$ cat src/rtl/sensor_pkg.sv
// VL53L0X bus constants and the range-poller state encoding.
// Shared by the poller top and anything that decodes state_out.
package sensor_pkg;

   localparam logic [6:0]  VL53L0X_ADDR     = 7'h29;
   localparam logic [7:0]  RANGE_RESULT_REG = 8'h1E;
   localparam logic [3:0]  RANGE_BYTES      = 4'd2;
   localparam logic [15:0] OOR_MM           = 16'd8190;

   typedef enum logic [3:0] {
      ST_IDLE      = 4'd0,
      ST_START     = 4'd1,
      ST_WAIT_DONE = 4'd2,
      ST_POP_HI    = 4'd3,
      ST_CAP_HI    = 4'd4,
      ST_POP_LO    = 4'd5,
      ST_CAP_LO    = 4'd6,
      ST_DRAIN     = 4'd7,
      ST_PUBLISH   = 4'd8,
      ST_FAIL      = 4'd9
   } poll_state_t;

   function automatic logic is_oor(
      input logic [15:0] mm
   );
      return mm >= OOR_MM;
   endfunction

endpackage

$ cat src/rtl/poll_timer.sv
// Poll-rate divider: counts while enabled and emits a registered
// one-cycle tick on each wrap; held at zero while disabled.
module poll_timer #(
   parameter int unsigned POLL_CYCLES = 900000
) (
   input  logic clk,
   input  logic reset,
   input  logic enable,
   output logic tick
);

   localparam int unsigned CW = $clog2(POLL_CYCLES);
   localparam logic [CW-1:0] LAST = CW'(POLL_CYCLES - 1);

   logic [CW-1:0] count;

   always_ff @(posedge clk or posedge reset) begin
      if (reset) begin
         count <= '0;
         tick  <= 1'b0;
      end else if (!enable) begin
         count <= '0;
         tick  <= 1'b0;
      end else if (count == LAST) begin
         count <= '0;
         tick  <= 1'b1;
      end else begin
         count <= count + CW'(1);
         tick  <= 1'b0;
      end
   end

endmodule

$ cat src/rtl/tof_range_poller.sv
// Periodic VL53L0X range sequencer: triggers a 2-byte register read,
// pops the result FIFO and publishes a validated millimetre sample.
module tof_range_poller
   import sensor_pkg::*;
#(
   parameter logic [6:0]  DEV_ADDR       = VL53L0X_ADDR,
   parameter logic [7:0]  RANGE_REG      = RANGE_RESULT_REG,
   parameter int unsigned POLL_CYCLES    = 900000,
   parameter int unsigned TIMEOUT_CYCLES = 270000,
   parameter int unsigned MAX_RETRY      = 3
) (
   input  logic        clk,
   input  logic        reset,
   input  logic        enable,
   output logic        rd_start,
   output logic [6:0]  rd_dev_address,
   output logic [7:0]  rd_reg_address,
   output logic [3:0]  rd_byte_width,
   input  logic        rd_done,
   input  logic        rd_failure,
   input  logic [7:0]  fifo_data,
   input  logic        fifo_empty,
   input  logic        fifo_read_valid,
   output logic        fifo_read_en,
   output logic [15:0] range_mm,
   output logic        range_valid,
   output logic        range_oor,
   output logic        sensor_fault,
   output logic [3:0]  state_out
);

   localparam int unsigned TW = $clog2(TIMEOUT_CYCLES + 1);
   localparam logic [TW-1:0] T_LAST = TW'(TIMEOUT_CYCLES - 1);
   localparam logic [TW-1:0] T_SAT  = TW'(TIMEOUT_CYCLES);
   localparam logic [3:0] RETRY_MAX = 4'(MAX_RETRY);

   poll_state_t   state;
   logic          tick;
   logic          enable_q;
   logic          done_q;
   logic          drain_wait;
   logic [TW-1:0] tcnt;
   logic [3:0]    retry;
   logic [7:0]    hi_byte;
   logic [7:0]    lo_byte;
   logic          done_rise;
   logic          timed_out;
   logic          pop_state;

   poll_timer #(
      .POLL_CYCLES (POLL_CYCLES)
   ) u_timer (
      .clk    (clk),
      .reset  (reset),
      .enable (enable),
      .tick   (tick)
   );

   assign rd_dev_address = DEV_ADDR;
   assign rd_reg_address = RANGE_REG;
   assign rd_byte_width  = RANGE_BYTES;
   assign state_out      = state;

   assign done_rise = rd_done & ~done_q;
   assign timed_out = (tcnt >= T_LAST);

   // Pop in the POP cycle itself so the byte is valid in the CAP cycle.
   always_comb begin
      pop_state = 1'b0;
      unique case (1'b1)
         (state == ST_POP_HI): pop_state = 1'b1;
         (state == ST_POP_LO): pop_state = 1'b1;
         (state == ST_DRAIN):  pop_state = ~drain_wait;
         default:              pop_state = 1'b0;
      endcase
   end

   assign fifo_read_en = pop_state & ~fifo_empty;

   always_ff @(posedge clk or posedge reset) begin
      if (reset) begin
         state        <= ST_IDLE;
         enable_q     <= 1'b0;
         done_q       <= 1'b0;
         drain_wait   <= 1'b0;
         tcnt         <= '0;
         retry        <= '0;
         hi_byte      <= '0;
         lo_byte      <= '0;
         rd_start     <= 1'b0;
         range_mm     <= '0;
         range_valid  <= 1'b0;
         range_oor    <= 1'b0;
         sensor_fault <= 1'b0;
      end else begin
         enable_q    <= enable;
         done_q      <= rd_done;
         rd_start    <= 1'b0;
         range_valid <= 1'b0;
         if (tcnt != T_SAT) begin
            tcnt <= tcnt + TW'(1);
         end

         unique case (state)
            ST_IDLE: begin
               if (tick && enable) begin
                  state    <= ST_START;
                  rd_start <= 1'b1;
                  tcnt     <= '0;
               end
            end

            ST_START: begin
               state <= ST_WAIT_DONE;
               tcnt  <= '0;
            end

            ST_WAIT_DONE: begin
               if (rd_failure) begin
                  state <= ST_FAIL;
                  tcnt  <= '0;
               end else if (done_rise) begin
                  state <= ST_POP_HI;
                  tcnt  <= '0;
               end else if (timed_out) begin
                  state <= ST_FAIL;
                  tcnt  <= '0;
               end
            end

            ST_POP_HI: begin
               if (!fifo_empty) begin
                  state <= ST_CAP_HI;
                  tcnt  <= '0;
               end else if (timed_out) begin
                  state <= ST_FAIL;
                  tcnt  <= '0;
               end
            end

            ST_CAP_HI: begin
               if (fifo_read_valid) begin
                  hi_byte <= fifo_data;
                  state   <= ST_POP_LO;
                  tcnt    <= '0;
               end else if (timed_out) begin
                  state <= ST_FAIL;
                  tcnt  <= '0;
               end
            end

            ST_POP_LO: begin
               if (!fifo_empty) begin
                  state <= ST_CAP_LO;
                  tcnt  <= '0;
               end else if (timed_out) begin
                  state <= ST_FAIL;
                  tcnt  <= '0;
               end
            end

            ST_CAP_LO: begin
               if (fifo_read_valid) begin
                  lo_byte    <= fifo_data;
                  drain_wait <= 1'b0;
                  state      <= ST_DRAIN;
                  tcnt       <= '0;
               end else if (timed_out) begin
                  state <= ST_FAIL;
                  tcnt  <= '0;
               end
            end

            // Extra bytes are discarded; the wait cycle lets empty settle.
            ST_DRAIN: begin
               if (drain_wait) begin
                  drain_wait <= 1'b0;
               end else if (fifo_empty) begin
                  range_mm    <= {hi_byte, lo_byte};
                  range_oor   <= is_oor({hi_byte, lo_byte});
                  range_valid <= 1'b1;
                  state       <= ST_PUBLISH;
                  tcnt        <= '0;
               end else begin
                  drain_wait <= 1'b1;
               end
            end

            ST_PUBLISH: begin
               retry <= '0;
               state <= ST_IDLE;
               tcnt  <= '0;
            end

            ST_FAIL: begin
               if (retry + 4'd1 == RETRY_MAX) begin
                  sensor_fault <= 1'b1;
               end
               if (retry != RETRY_MAX) begin
                  retry <= retry + 4'd1;
               end
               state <= ST_IDLE;
               tcnt  <= '0;
            end

            default: begin
               state <= ST_IDLE;
               tcnt  <= '0;
            end
         endcase

         if (enable_q && !enable) begin
            sensor_fault <= 1'b0;
            retry        <= '0;
         end
      end
   end

endmodule

$ cat config.mk
export PLATFORM = sky130hd
export DESIGN_NAME = tof_range_poller
export DESIGN_NICKNAME = d
export VERILOG_FILES = /design/src/rtl/sensor_pkg.sv /design/src/rtl/poll_timer.sv /design/src/rtl/tof_range_poller.sv
export SDC_FILE = /design/constraint.sdc
export NUM_CORES = 1
export LEC_CHECK = 0
export ABC_AREA = 1
export BUFFER_PORTS_ARGS = -buffer_cell sky130_fd_sc_hd__buf_2
export CAP_MARGIN = 20
export CORE_MARGIN = 2
export CORE_UTILIZATION = 54
export CTS_BUF_LIST = sky130_fd_sc_hd__clkbuf_8
export DETAILED_ROUTE_END_ITERATION = 6
export GPL_TIMING_DRIVEN = 0
export MAX_ROUTING_LAYER = met4
export PLACE_DENSITY_LB_ADDON = 0.3
export SLEW_MARGIN = 5
export SYNTH_ARGS = -nofsm -noshare
export SYNTH_HDL_FRONTEND = slang
export SYNTH_SLANG_ARGS = --single-unit
$ cat constraint.sdc
create_clock -name clk -period 2.21 [get_ports clk]
set_input_delay 0.1105 -clock clk [delete_from_list [all_inputs] [get_ports clk]]
set_output_delay 0.1105 -clock clk [all_outputs]
set_load 0.01 [all_outputs]
* Yosys cells after proc, flatten, opt, wreduce, memory -nomap -nowiden
Index checks and enable logic that the tools add are counted.
** Cells by class
- Equal/unequal tests :: 18
- Order comparisons :: 2
- Bitwise operators :: 5
- Reduce and logical (&&, ||, !) cells :: 17
- Add/subtract/negate cells :: 3
- Multiplexer cells :: 41
** Operators with widths (number)
- 19-bit two-way mux :: 9
- 19-bit case mux with 5 select lines :: 1
- 4-bit two-way mux :: 12
- 20-bit two-way mux :: 2
- 4-bit case mux with 8 select lines :: 1
- 20-bit by 1-bit adder with 20-bit output, second input constant :: 1
- 20-bit equality test, second input constant :: 1
- 19-bit by 1-bit adder with 19-bit output, second input constant :: 1
- 19-bit greater-or-equal comparator, second input constant :: 1
- 19-bit inequality test, second input constant :: 1
- 4-bit by 3-bit equality test with 1-bit output, second input constant :: 4
- 16-bit by 13-bit greater-or-equal comparator with 1-bit output, second input constant :: 1
- 1-bit two-way mux :: 13
- 4-bit by 2-bit equality test with 1-bit output, second input constant :: 3
- 2-bit AND reduction :: 5
- 4-bit equality test, second input constant :: 2
- 2-bit inequality test, second input constant :: 4
- 4-bit case mux with 2 select lines :: 1
- 3-bit AND reduction :: 2
- 2-bit nonzero test :: 3
- 4-bit by 1-bit adder with 4-bit output, second input constant :: 1
- 4-bit by 1-bit equality test with 1-bit output, second input constant :: 1
- 4-bit logical NOT :: 1
- 4-bit by 2-bit inequality test with 1-bit output, second input constant :: 1
- 8 further kinds :: 14
** Word-level totals
- Input bits :: 15
- Register bits :: 87
- Word-level logic and storage cells :: 101
- Output and inout port bits :: 44

* Depth between registers and ports, before layout
- Depth after elaboration :: 6
- Depth in mapped cells :: 11
- Mapped depth without buffers :: 11

* Cells and area by module
From an unflattened synthesis, not the netlist that was laid out.
** Second synthesis, totals
- Cells, all modules :: 618
- Area total of the unflattened synthesis :: 4941.0 um^2
** By module, submodules not included
- tof_range_poller :: instances 1, area an instance 3643.5 um^2, cells each 456, sequential area each 1651.6 um^2
- poll_timer :: instances 1, area an instance 1297.5 um^2, cells each 162, sequential area each 525.5 um^2

* Least setup slack after synthesis
Ideal clock, no wire load.
- Path type :: register to register
- Start :: register u_timer.count[0]
- End :: register u_timer.count[18]
- Data required time :: 2091 ps
- Path buffers :: 0
- Clock period less this slack :: 1592 ps
- Setup slack :: 618 ps
- Stages on the path, launching flop included :: 11
- Arrival :: 1473 ps
- Setup time :: 119 ps
- Path through :: dfrtp_1 > ha_1 > nand2_1 > nor2_2 > nand4_4 > nor2_4 > nand3_2 > nor3_2 > nand2_1 > nand2_1 > nor2_1
** On the way
- Longest elaborated chain between the ends :: 3
- Elaborated cells between the ends (all ways) :: 4
- Those cells by class :: 1 x add/sub; 1 x eq/ne; 2 x mux
** RTL lines
- start, declared :: RTL line poll_timer.sv:15 : logic [CW-1:0] count;
- start signal, assigned :: RTL line poll_timer.sv:28 : count <= count + CW'(1);
- 20-bit by 1-bit adder with 20-bit output / 20-bit equality test (equally long branches) :: RTL line poll_timer.sv:28, poll_timer.sv:24
- 20-bit two-way mux * :: RTL line poll_timer.sv:24 : end else if (count == LAST) begin
- 20-bit two-way mux * :: RTL line poll_timer.sv:21 : end else if (!enable) begin
Mark *: on every way between the ends. The rest lies on a longest branch, timed or not.
A chain may end at the register's enable or synchronous reset.

* Worst setup path in the final report
- Start :: register state[2] (netlist: state_out[2])
- End :: output port fifo_read_en
** On the way
- Longest elaborated chain between the ends :: 4
- Elaborated cells between the ends (all ways) :: 6
- Those cells by class :: 3 x eq/ne; 1 x mux; 1 x bitwise; 1 x reduce/logical
** RTL lines
- start, declared :: RTL line tof_range_poller.sv:37 : poll_state_t state;
- start signal, assigned :: RTL line tof_range_poller.sv:82 : state <= ST_IDLE;
- start signal, assigned :: RTL line tof_range_poller.sv:107 : state <= ST_START;
- start signal, assigned :: RTL line tof_range_poller.sv:114 : state <= ST_WAIT_DONE;
- 4-bit by 2-bit equality test with 1-bit output / 4-bit by 3-bit equality test with 1-bit output (equally long branches) :: RTL line tof_range_poller.sv:71, tof_range_poller.sv:72
- 2-bit OR reduction (no line)
- 1-bit case mux with 2 select lines * :: RTL line tof_range_poller.sv:70 : unique case (1'b1)
- 1-bit AND * :: RTL line tof_range_poller.sv:78 : assign fifo_read_en = pop_state & ~fifo_empty;
- end, declared :: RTL line tof_range_poller.sv:24 : output logic fifo_read_en,
Marks and branches as above.

==> results.toml <==
[timing]
fin_crit_sh_pct = 87.53
worst_slack_ns = 0.2756
fin_skew_ns = 0.01891
hold_ws_ns = 0.09292
layout_min_cycle_time_ns = 1.934
hold_viol = 0
max_freq_mhz = 516.9
worst_pin_slew_ns = 0.6822
rsz0062_at_grt = "false"
slew_headroom_pct = 54.43
slew_viol_final = 0
finalSetupTns_ns = 0
finalSetupViolCount = 0

[worst_setup_path]
cp-start-kind = "flop"
critPathKind = "reg -> out"
regToRegSetupSlack_ns = 0.31
rr_startpoint = "state_out[2]"
crit_path_cell_trace = "inv_1 > nor2_4 > nand2_1 > or2_4 > o21ai_0 > buf_2"
max_stage_delay_ns = 0.41
critPathTopFamily = "simple AND/OR/NAND/NOR gates"
critical_path_arrival_ns = 1.82
reg2reg_to = "tcnt[14]"
reg2regPathDepth = 9
crit_required_ns = 2.10
cp-startpoint = "state_out[2]"
crit_path_end_kind = "output port"
cp_max_fo = 6
crit_buf_inv = 2
slowest_stage = "dfrtp_1"

[die]
core_um2 = 8258
die_area_um2 = 9286
ios = 59
rows = 33
start_util_pct = 55.79
die_x_um = 96.37
die_height_um = 96.37

[logic_synthesis]
synth_top_family_by_area = "simple AND/OR/NAND/NOR gates"
synth_common_cells = "111 x nand2_1, 87 x dfrtp_1, 85 x nor2_1, 77 x inv_1, 26 x nand3_1"
yosys.area_share.xor_xnor_pct = 3.802
ys_seq_area_share_pct = 47.26
synth.largest_area_cell = "dfrtp_1"
synth_mux_area_share_pct = 0.4617
avgSynthCellArea_um2 = 8.040
yosys-top-cells-area = "dfrtp_1 47%, nand2_1 9.0%, nor2_1 6.9%"
synth_compound_area_share_pct = 7.550
synth_warnings = 0
synthFlopType = "dfrtp_1"
synth_most_common_cell = "nand2_1"
syn_inst = 573
synth.distinct_cells = 38
synth_edf_count = 0
async_flop_share_pct = 100.0
synthSimpleGateAreaFrac_pct = 28.79
yosysTopAreaCellShare_pct = 47.26
syn_area_um2 = 4607
synthAdderAreaFrac_pct = 1.358
ys_ff_latch = 87

[placement]
post-place-ws_ns = 0.3617
port_buffers = 39
hpwl_mm = 7.351
place.gp.congestion = 0.9302

[pwr]
pwr_density_cell_nw_per_um2 = 718.9
power_mw = 3.853
leakagePower_nw = 2.606
max-vdd-ir-drop_mv = 0.3984

[cts]
cts.clk_slew.worst_paths_ns = 0.09
cts_sinks = 87
h-tree-depth = 3
clock-root-buffer = "clkbuf_8"
cts_buffer_depth = 2
cts_tree = "done"
cts_buffers = 9
clk_latency_ns = 0.37

[global_route]
grt_usage_pct = 23.26
grt_pass1_wl_mm = 16.28
grt_pass1_vias = 3675
antenna_found_initial = 0
grt_max_degree = 32
grt-ovfl-total = 0

[drt]
vias_per_cell = 5.152
drc = 0
post_drt_wl_per_cell_um = 12.82
wirelength_mm = 9.798
vias = 3936
drtIter0Drc = 249
drt_first_pass_iters = 5
ant_nets = 0

[hold_path]
hold_depth = 4
worstHoldEndpoint = "state_out[1]"
min_path_type = "in -> reg"
worstHoldStart = "rd_failure"

[finish]
fillers = 685
insertedDiodeCount = 0
drive_gt1_share_pct = 17.60
syn2layout_area_growth_pct = 16.35
nets = 674

[outcome]
status = "complete, no violations"

[job]
drv_cap = 0
power breakdown:
group	switching [mW]	total (mW)	leakage, nW	internal, mW
Clock	0.661	1.11	0.0985	0.447
Sequential	0.115	1.86	1.09	1.74
Combinational	0.564	0.887	1.42	0.323
layout by cell type (no fill, tap or decap), types with 2 or more instances in the layout:
| master | instances |
|---|---|
| nand3_1 | 26 |
| nand4_1 | 10 |
| nor3b_1 | 3 |
| clkinvlp_4 | 2 |
| clkbuf_8 | 9 |
| nor2_4 | 5 |
| nor2_1 | 85 |
| nor3_2 | 6 |
| nor2_2 | 3 |
| nand2_1 | 111 |
| xnor2_1 | 2 |
| ha_1 | 5 |
| o21ai_2 | 3 |
| inv_8 | 3 |
| inv_2 | 6 |
| conb_1 | 19 |
| xor2_1 | 18 |
| dlygate4sd3_1 | 12 |
| dfrtp_1 | 87 |
| o21ai_1 | 17 |
| inv_1 | 76 |
| buf_4 | 19 |
| o22ai_1 | 3 |
| a21oi_1 | 21 |
| nor4_1 | 10 |
| buf_2 | 43 |
| o21ai_0 | 18 |
| buf_12 | 2 |
| nand3_2 | 3 |
| nor3_1 | 16 |
registers in the layout, indices dropped and copies added (netlist names):
name	cells
lo_byte	8
enable_q	1
state_out	4
drain_wait	1
hi_byte	8
u_timer.tick	1
retry	4
rd_start	1
range_oor	1
sensor_fault	1
done_q	1
u_timer.count	20
range_valid	1
tcnt	19
range_mm	16
tightest hold or removal path, stage by stage:
cell	delay, ns
buf_2	0.11
nor2_1	0.05
nand2_1	0.06
nand3_1	0.08
layer usage:
metal	part of all wire (%)	wire length, um	vias up	global-route usage (%)
li1	-	-	1944	-
met1	46	4503	1844	30.40
met2	47	4593	132	36.63
met3	5.5	536	16	3.289
met4	1.7	163	0	9.507
met5	0	0	-	-
cell families (layout without fill, tap and decap cells):
kind of cell | Yosys count | after routing
buffers and inverters | 108 | 177
DFF | 87 | 87
xor gates and xnor gates | 20 | 20
other | 2 | 19
and+or+nand+nor | 284 | 284
AOI/OAI and AO/OA | 65 | 65
adders and majority gates | 5 | 5
muxes | 2 | 2
final cells by class:
cell class | instances | area [um2] | share of cell area (%)
tap | 105 | 131.4 | 2.451
timing repair buffer | 53 | 355.3 | 6.629
inverter | 83 | 315.3 | 5.882
multi-input combinational | 395 | 2004 | 37.39
clock buffer | 9 | 123.9 | 2.311
sequential | 87 | 2177 | 40.62
clock inverter | 7 | 75.07 | 1.401
buffer | 25 | 177.7 | 3.315
how the worst max path moves through the flow:
stage | to | slack [ns] | cells past startpoint
after floorplan | u_timer.count[18] | 0.62 | 10
after global placement | tcnt[1] | 0.37 | 9
after CTS | fifo_read_en | 0.26 | 6
after detailed placement | tcnt[1] | 0.36 | 9
final | fifo_read_en | 0.28 | 6
after global routing | fifo_read_en | 0.14 | 6
what timing repair did:
action                     CTS  global route
hold buffers                12             0
hold endpoints to repair    42             0
buffers inserted             0             0
gates resized for setup      0             0
setup endpoints to repair    0             0
metrics by stage:
stage | instance area, um2 | instances | utilization [%]
6_report | 5360 | 764 | 64.91
5_1_grt | 5360 | 764 | 64.91
4_1_cts | 5360 | 764 | 64.91
3_5_place_dp | 5041 | 736 | 61.05
3_3_place_gp | 5001 | 734 | 60.56
2_1_floorplan | 4674 | 590 | -
No activity file was read; power rests on OpenSTA's default activity.
